File: config.mk
export PLATFORM = sky130hd
export DESIGN_NAME = cp0_ir_arbiter
export DESIGN_NICKNAME = d
export VERILOG_FILES = /design/src/rtl/cp0_ir_arbiter.sv
export SDC_FILE = /design/constraint.sdc
export NUM_CORES = 1
export LEC_CHECK = 0
export BUFFER_PORTS_ARGS = -buffer_cell sky130_fd_sc_hd__buf_2
export CAP_MARGIN = 0
export CORE_ASPECT_RATIO = 0.6
export CORE_MARGIN = 4
export CORE_UTILIZATION = 35
export DETAILED_ROUTE_END_ITERATION = 6
export GPL_TIMING_DRIVEN = 0
export RECOVER_POWER = 50
export SETUP_SLACK_MARGIN = 0.5
export SLEW_MARGIN = 20
export SYNTH_ARGS = -nofsm -noshare
export SYNTH_HDL_FRONTEND = slang
export SYNTH_SLANG_ARGS = --single-unit
File: constraint.sdc
create_clock -name clk -period 3 [get_ports clk]
set_input_delay 0.15 -clock clk [delete_from_list [all_inputs] [get_ports clk]]
set_output_delay 0.15 -clock clk [all_outputs]
set_load 0.01 [all_outputs]
File: src/rtl/cp0_ir_arbiter.sv
// Round-robin arbiter for external interrupt lines feeding CP0's single ir_in.
// Holds the request until CP0 accepts, then blocks re-entry until ERET.
module cp0_ir_arbiter #(
   parameter int                 N_SRC    = 8,
   parameter int                 ID_W     = 3,
   parameter logic [N_SRC-1:0]   MASK_RST = {N_SRC{1'b1}},
   parameter int                 ACK_TMO  = 16
) (
   input  logic             clk,
   input  logic             rst,
   input  logic [N_SRC-1:0] src_in,
   input  logic             mask_we,
   input  logic [N_SRC-1:0] mask_wdata,
   output logic [N_SRC-1:0] mask_r,
   output logic [N_SRC-1:0] pending_r,
   input  logic             ir_ack,
   input  logic             eret,
   output logic             ir_out,
   output logic [ID_W-1:0]  cause_id,
   output logic             cause_valid,
   output logic             tmo_flag
);

   localparam int CNT_W = $clog2(ACK_TMO + 1);

   typedef enum logic [1:0] {IDLE, REQ, SERV} state_t;

   state_t            state_q, state_d;
   logic [N_SRC-1:0]  src_prev_q;
   logic [N_SRC-1:0]  pending_q, pending_d;
   logic [N_SRC-1:0]  mask_q, mask_d;
   logic              ir_out_q, ir_out_d;
   logic [ID_W-1:0]   cause_id_q, cause_id_d;
   logic              cause_valid_q, cause_valid_d;
   logic              tmo_flag_q, tmo_flag_d;
   logic [ID_W-1:0]   rr_ptr_q, rr_ptr_d;
   logic [CNT_W-1:0]  tmo_cnt_q, tmo_cnt_d;

   logic [N_SRC-1:0]  src_edge;
   logic [N_SRC-1:0]  req;
   logic [N_SRC-1:0]  clr;
   logic              win_found;
   logic [ID_W-1:0]   win_id;
   logic [ID_W-1:0]   scan_idx;

   assign src_edge = src_in & ~src_prev_q;
   assign req      = pending_q & mask_q;

   // First requesting source at or after rr_ptr, wrapping modulo N_SRC.
   always_comb begin
      win_found = 1'b0;
      win_id    = '0;
      scan_idx  = '0;
      for (int k = 0; k < N_SRC; k++) begin
         scan_idx = ID_W'((int'(rr_ptr_q) + k) % N_SRC);
         if (!win_found && req[scan_idx]) begin
            win_found = 1'b1;
            win_id    = scan_idx;
         end
      end
   end

   always_comb begin
      state_d       = state_q;
      ir_out_d      = ir_out_q;
      cause_id_d    = cause_id_q;
      cause_valid_d = cause_valid_q;
      rr_ptr_d      = rr_ptr_q;
      tmo_cnt_d     = tmo_cnt_q;
      tmo_flag_d    = tmo_flag_q;
      mask_d        = mask_q;
      clr           = '0;

      if (mask_we) begin
         mask_d     = mask_wdata;
         tmo_flag_d = 1'b0;
      end

      case (state_q)
         IDLE: begin
            if (win_found) begin
               cause_id_d    = win_id;
               cause_valid_d = 1'b1;
               ir_out_d      = 1'b1;
               tmo_cnt_d     = '0;
               state_d       = REQ;
            end
         end
         REQ: begin
            // An ack arriving on the expiry cycle is honoured, not abandoned.
            if (ir_ack) begin
               ir_out_d       = 1'b0;
               clr[cause_id_q] = 1'b1;
               rr_ptr_d       = (cause_id_q == ID_W'(N_SRC - 1)) ? '0 : cause_id_q + ID_W'(1);
               state_d        = SERV;
            end else if (tmo_cnt_q == CNT_W'(ACK_TMO - 1)) begin
               ir_out_d   = 1'b0;
               tmo_flag_d = 1'b1;
               state_d    = IDLE;
            end else begin
               tmo_cnt_d = tmo_cnt_q + CNT_W'(1);
            end
         end
         SERV: begin
            if (eret) state_d = IDLE;
         end
         default: state_d = IDLE;
      endcase

      pending_d = (pending_q & ~clr) | src_edge;
   end

   always_ff @(posedge clk or posedge rst) begin
      if (rst) begin
         state_q       <= IDLE;
         src_prev_q    <= '0;
         pending_q     <= '0;
         mask_q        <= MASK_RST;
         ir_out_q      <= 1'b0;
         cause_id_q    <= '0;
         cause_valid_q <= 1'b0;
         tmo_flag_q    <= 1'b0;
         rr_ptr_q      <= '0;
         tmo_cnt_q     <= '0;
      end else begin
         state_q       <= state_d;
         src_prev_q    <= src_in;
         pending_q     <= pending_d;
         mask_q        <= mask_d;
         ir_out_q      <= ir_out_d;
         cause_id_q    <= cause_id_d;
         cause_valid_q <= cause_valid_d;
         tmo_flag_q    <= tmo_flag_d;
         rr_ptr_q      <= rr_ptr_d;
         tmo_cnt_q     <= tmo_cnt_d;
      end
   end

   assign mask_r      = mask_q;
   assign pending_r   = pending_q;
   assign ir_out      = ir_out_q;
   assign cause_id    = cause_id_q;
   assign cause_valid = cause_valid_q;
   assign tmo_flag    = tmo_flag_q;

endmodule
==> flow_summary_export.csv, run 1 <==
group,metric,value,unit
synthesis,yosys_warnings,0,
floorplan,die_area,8980,um2
setup_path,endpoint_kind,"flop",
setup_path,startpoint_type,"flop",
synthesis,synth_top_family_by_area,"multiplexers",
cells_and_area,drive_above_1_share,0.400,
synthesis,synth_common_cells,"dfrtp_1 (32), o21ai_0 (28), nand2_1 (25), inv_1 (15)",
hold_path,hold_start,"mask_wdata[6]",
grt,grt_pass1_vias,2338,
cells_and_area,syn_to_final_growth,33.3,%
setup_path,path_class,"flop to flop",
grt,grt_max_degree,29,
setup_path,worst_path_max_delay_cell,"mux4_2",
routing,first_iter_violations,127,
timing,slew_violations,0,
synthesis,syn_nets,284,
routing,drc,0,
routing,wl_per_cell,17.0,um
cells_and_area,nNetsFinal,356,
synthesis,synth_seq_area_share,0.386,
synthesis,synth_seq_cells,40,
place,place_inst,403,
synthesis,synth_compound_area_frac,0.171,
setup_path,cp.required,3.21,ns
clocking,cts_tree,"done",
synthesis,yosys.area_share.adder,0.0287,
place,io_buffers,41,
cells_and_area,fillers,689,
routing,firstDrtPassIters,4,
clocking,clkLatencyLatePin,0.28,ns
synthesis,synth.most_common_cell,"dfrtp_1",
grt,grt_pass1_wl,12300,um
timing,max_freq,0.393,GHz
floorplan,core,7270,um2
cells_and_area,stdcell_count,434,
grt,antenna_found_initial,0,
grt,grt_usage,0.178,
floorplan,die_x,120,um
outcome,status,"finished, final reports clean",
pwr,power_per_cell_area,1200,nW/um2
hold_path,hold_path_class,"input pin to flop",
setup_path,worst_ep_arrival_time,2.76,ns
synthesis,muxShareOfSynthArea,0.195,
synthesis,postSynthCellCount,257,
timing,tightestPinTransition,0.670,ns
synthesis,synth-simple-area-share,0.149,
place,dp_hpwl,5450,um
synthesis,synth_xor_area_frac,0.0229,
synthesis,synth_largest_area_cell,"dfrtp_1",
routing,ant_nets,0,
clocking,cts_buffers,5,
timing,skew,0.00413,ns
synthesis,syn_area,2620,um2
timing,slew_headroom,0.549,
synthesis,synthTopCellsByArea,"dfrtp_1 (31%), mux4_2 (12%), dfstp_2 (8.0%)",
pwr,ir_drop,0.458,mV
run,max_cap_violations,0,
synthesis,synth_edf_count,0,
floorplan,start_util,0.360,
clocking,root_buffer,"clkbuf_16",
cells_and_area,diodes,0,
routing,vias_per_cell,5.52,
synthesis,avgSynthCellArea,10.2,um2
routing,totalWireLength,7370,um
routing,vias,2394,
clocking,path_clk_slew,0.06,ns
floorplan,io-pin-count,43,
setup_path,cpPeakStageDelay,0.56,ns
timing,hold_viol,0,
setup_path,path_cells,"inv_4 -> ha_4 -> xor2_4 -> mux4_2 -> or3b_4 -> o31ai_4 -> buf_4 -> a31oi_1 -> a21oi_1",
place,routabilityCongestion,0.986,
synthesis,synth_top_area_frac,0.306,
clocking,clockBufferDepth,2,
timing,fin_tns_setup,0,ns
timing,rsz0062_at_grt,"true",
setup_path,crit_fanout,3,
timing,finalSetupViolCount,0,
grt,gr-total-overflow,0,
clocking,htreeDepth,2,
floorplan,chipHeight,75,um
pwr,leakagePower,1.44,nW
floorplan,num_rows,24,
setup_path,startpoint,"rr_ptr_q[0]",
synthesis,netlist-cell-type-count,50,
synthesis,synthArstFlopShare,1.00,
synthesis,dominantRegCellSynth,"dfrtp_1",
timing,final.period_utilization,0.848,
setup_path,reg2reg_from,"rr_ptr_q[0]",
clocking,numClockSinks,40,
timing,min_period,2.55,ns
-- through the flow --
stage	area (um2)	util	hold WS (ns)	total power [mW]	setup slack (ns)
floorplan	2650	-	0.181	2.52	0.488
global placement	2990	0.411	0.273	3.06	0.145
detailed placement	3010	0.414	0.125	3.07	0.134
CTS	3420	0.471	0.0889	4.02	0.486
global route	3490	0.480	0.0887	4.49	0.362
finish	3490	0.480	0.0943	4.18	0.455
-- flip-flops by register name (all words and copies together), names as in the netlist --
register	cells
ir_out	1
tmo_flag	1
rr_ptr_q	3
pending_r	8
mask_r	8
src_prev_q	8
tmo_cnt_q	5
cause_valid	1
state_q	2
cause_id	3
-- layer usage --
| metal | wire length (um) | GRT usage | vias to the layer above |
|---|---|---|---|
| li1 | - | - | 1100 |
| met1 | 3470 | 0.265 | 1179 |
| met2 | 3000 | 0.253 | 105 |
| met3 | 791 | 0.0480 | 10 |
| met4 | 109 | 0.0571 | 0 |
| met5 | 0 | 0 | - |
-- path summary, 6_finish.rpt --
path	to	slack, ns	depth (start not counted)
hold reg to reg	pending_r[3]	0.42	1
setup reg to reg	cause_id[0]	0.45	9
hold / removal	mask_r[6]	0.09	2
max in group asynchronous	mask_r[5]	1.92	4
min in group asynchronous	tmo_cnt_q[4]	0.46	3
setup / recovery	cause_id[0]	0.45	9
-- worst max-delay path, delay by kind of cell, from the launching register on --
kind                       cells  cell delay (ns)
adders and majority gates      1             0.18
DFF                            1             0.44
AOI/OAI and AO/OA              3             0.40
buffers and inverters          2             0.26
xor gates and xnor gates       1             0.20
muxes                          1             0.56
and+or+nand+nor                1             0.43
-- logic make-up (layout without fill, tap and decap cells) --
kind of cell	count (synthesis)	count (layout)
fa+ha+maj	6	6
compound gates	70	70
mux	32	32
flops	40	40
buf+inv	28	101
simple gates	75	75
xor+xnor	6	6
-- report_power, final --
group | internal [mW] | switching, mW
Combinational | 1.26 | 1.46
Clock | 0.417 | 0.228
Sequential | 0.665 | 0.150
-- layout by cell type, fill, tap and decap left out, drive strengths merged, types with 2 or more instances in the layout --
cell / synthesis / layout
buf: 6 / 58
dfrtp: 32 / 32
o21ai: 29 / 29
nand2: 25 / 25
inv: 17 / 16
clkbuf: 5 / 15
mux4: 14 / 14
nor2: 14 / 14
mux2: 12 / 12
nand3: 11 / 11
a21oi: 10 / 10
dlygate4sd3: 0 / 9
dfstp: 8 / 8
o31ai: 8 / 8
nand2b: 6 / 6
mux2i: 6 / 6
ha: 6 / 6
o22ai: 5 / 5
o21a: 4 / 4
xor2: 4 / 4
a31oi: 3 / 3
nor3: 3 / 3
nor4: 3 / 3
nand3b: 3 / 3
xnor2: 2 / 2
o211ai: 2 / 2
nor3b: 2 / 2
or2: 2 / 2
-- layout make-up --
type | instances | area, um2 | share of cell area
Buffer | 11 | 71.3 | 0.0204
Clock buffer | 6 | 139 | 0.0398
Clock inverter | 2 | 38.8 | 0.0111
Inverter | 17 | 72.6 | 0.0208
Multi-Input combinational cell | 189 | 1590 | 0.456
Sequential cell | 40 | 1010 | 0.290
Tap cell | 104 | 130 | 0.0373
Timing Repair Buffer | 65 | 432 | 0.124
-- timing repair --
action                     4_1_cts  5_1_grt
hold endpoints to repair        20        0
resized for setup               15       16
setup buffers                   13        1
setup endpoints to repair       11       11
hold buffers                     9        0
pin swaps                        6        1
No activity file was read; power rests on OpenSTA's default activity.
==> run 2, diff against run 1 <==
==> constraint.sdc (replaced) <==
create_clock -name clk -period 2.6 [get_ports clk]
set_input_delay 0.13 -clock clk [delete_from_list [all_inputs] [get_ports clk]]
set_output_delay 0.13 -clock clk [all_outputs]
set_load 0.01 [all_outputs]
==> run 2 against run 1 <==
Against the previous run:
- cell area rose by 1.9%
- highest routed layer unchanged
- via count rose by 0.50%
- largest power group unchanged
- worst hold slack got worse by 0.016 ns
- sequential power rose by 17%
- clock power rose by 15%
- cell count rose by 0.92%
==> flow_summary_export.csv, run 2 (synthesis gave the netlist of run 1 again) <==
group,metric,value,unit
clocking,path_clk_slew,0.06,ns
place,place_ws,-0.259,ns
routing,totalWireLength,7770,um
routing,drc,0,
run,max_cap_violations,0,
floorplan,io-pin-count,43,
place,io_buffers,41,
setup_path,endpoint_kind,"flop",
setup_path,ff2ff_path_depth,8,
place,dp_hpwl,5450,um
setup_path,worst_path_max_delay_cell,"dfstp_1",
routing,ant_nets,0,
floorplan,chipHeight,75,um
hold_path,hold_path_class,"input pin to flop",
pwr,ir_drop,0.536,mV
setup_path,startpoint_type,"flop",
floorplan,die_x,120,um
setup_path,cpPeakStageDelay,0.63,ns
clocking,cts_buffers,5,
cells_and_area,final_cell_mix,"buf_2 (36), dfrtp_1 (30), o21ai_0 (28)",
cells_and_area,multi_input_area,1650,um2
pwr,power_frac_seq,0.188,
cells_and_area,final_common_cell,"buf_2",
routing,first_iter_violations,238,
outcome,status,"finished, final reports clean",
timing,slew_violations,0,
grt,grt_max_degree,26,
hold_path,whs_path_depth,2,
floorplan,die_area,8980,um2
timing,min_period,2.57,ns
routing,vias_per_cell,5.49,
pwr,p_int,2.82,mW
clocking,cts_tree,"done",
clocking,clkLatencyLatePin,0.28,ns
grt,grt_pass1_wl,12200,um
timing,hold_viol,0,
cells_and_area,nNetsFinal,360,
setup_path,reg2reg_from,"mask_r[1]",
cells_and_area,diodes,0,
clocking,htreeDepth,2,
setup_path,r2r_slack,0.03,ns
setup_path,path_cells,"nand2_1 -> o21ai_0 -> mux4_2 -> buf_2 -> o22ai_1 -> o211ai_1 -> a31oi_1 -> o31ai_1",
timing,skew,0.00324,ns
setup_path,worst_ep_arrival_time,2.76,ns
place,routabilityCongestion,0.948,
grt,grt_pass1_vias,2255,
setup_path,crit_fanout,10,
timing,rsz0062_at_grt,"true",
grt,gr-total-overflow,0,
clocking,clockBufferDepth,2,
pwr,leakagePower,1.46,nW
setup_path,regToRegEndpoint,"cause_id[2]",
pwr,total_power,5.08,mW
floorplan,num_rows,24,
cells_and_area,register_area,1010,um2
setup_path,path_class,"flop to flop",
hold_path,holdPathEnd,"mask_r[3]",
floorplan,start_util,0.360,
clocking,root_buffer,"clkbuf_16",
routing,wl_per_cell,17.7,um
routing,vias,2406,
hold_path,hold_start,"mask_wdata[3]",
timing,finalSetupViolCount,0,
floorplan,core,7270,um2
timing,tightestPinTransition,1.17,ns
cells_and_area,drive_above_1_share,0.383,
pwr,share_comb_of_total_power,0.667,
timing,slew_headroom,0.223,
cells_and_area,syn_to_final_growth,35.8,%
cells_and_area,fillers,663,
pwr,swShare,0.446,
pwr,p_sw,2.27,mW
clocking,numClockSinks,40,
pwr,power_per_cell_area,1430,nW/um2
pwr,clockPowerShare,0.145,
timing,finalWorstSetupSlack,0.0279,ns
setup_path,cp.required,2.78,ns
grt,grt_usage,0.175,
grt,antenna_found_initial,0,
timing,final.period_utilization,0.989,
timing,max_freq,0.389,GHz
routing,firstDrtPassIters,5,
run 2: through the flow:
step / utilization / hold slack, ns / instance area [um2] / TNS, ns / std cells
after floorplan: - / 0.161 / 2650 / 0 / 257
after global placement: 0.411 / 0.253 / 2990 / -1.40 / 402
after detailed placement: 0.414 / 0.121 / 3010 / -1.33 / 403
after CTS: 0.475 / 0.0738 / 3450 / 0 / 435
after global routing: 0.489 / 0.0744 / 3560 / -0.0223 / 438
final: 0.489 / 0.0781 / 3560 / 0 / 438
run 2: cell type report:
cell class	instances	area share
clock buffers	6	0.0390
flip-flops and latches	40	0.285
plain buffers	11	0.0218
well taps	104	0.0366
clock inverters	2	0.0109
multi-input cells	189	0.463
repair buffers	69	0.123
inverters	17	0.0204
run 2: worst max-delay path by stage:
stage,slack (ns),start,depth (start not counted),endpoint
after floorplan,0.09,rr_ptr_q[0],8,cause_id[0]
after global placement,-0.28,rr_ptr_q[1],9,cause_id[0]
after detailed placement,-0.26,rr_ptr_q[0],9,cause_id[0]
after CTS,0.09,rr_ptr_q[0],9,cause_id[0]
after global routing,-0.01,rr_ptr_q[0],9,cause_id[0]
final,0.03,mask_r[1],8,cause_id[2]
run 2: layer usage:
metal	wire length (um)	up-vias	global-route usage	share of wire
met5	0	-	0	0
met4	42	0	0.0368	0.0054
met3	725	5	0.0383	0.093
met2	3180	125	0.244	0.41
met1	3820	1164	0.277	0.49
li1	-	1112	-	-
run 2: power by group through the flow:
stage          logic [mW]  registers (mW)  clock network (mW)
2_1_floorplan        2.00           0.918                   0
3_3_place_gp         2.62           0.931                   0
3_5_place_dp         2.64           0.935                   0
4_1_cts              3.02           0.942               0.748
5_1_grt              3.60           0.974               0.784
6_report             3.39           0.954               0.739
run 2: worst max-delay path: cells and delay by family, from the launching register on:
family / cells / cell delay, ns
AOI/OAI and AO/OA: 5 / 1.08
buffers and inverters: 1 / 0.27
DFF: 1 / 0.63
muxes: 1 / 0.33
and+or+nand+nor: 1 / 0.17
run 2: repair_timing:
action,4_1_cts,5_1_grt
gates resized for setup,19,19
pin swaps,4,5
hold endpoints to repair,20,0
buffers inserted,15,3
hold buffers,9,0
endpoints found under the setup margin,11,11
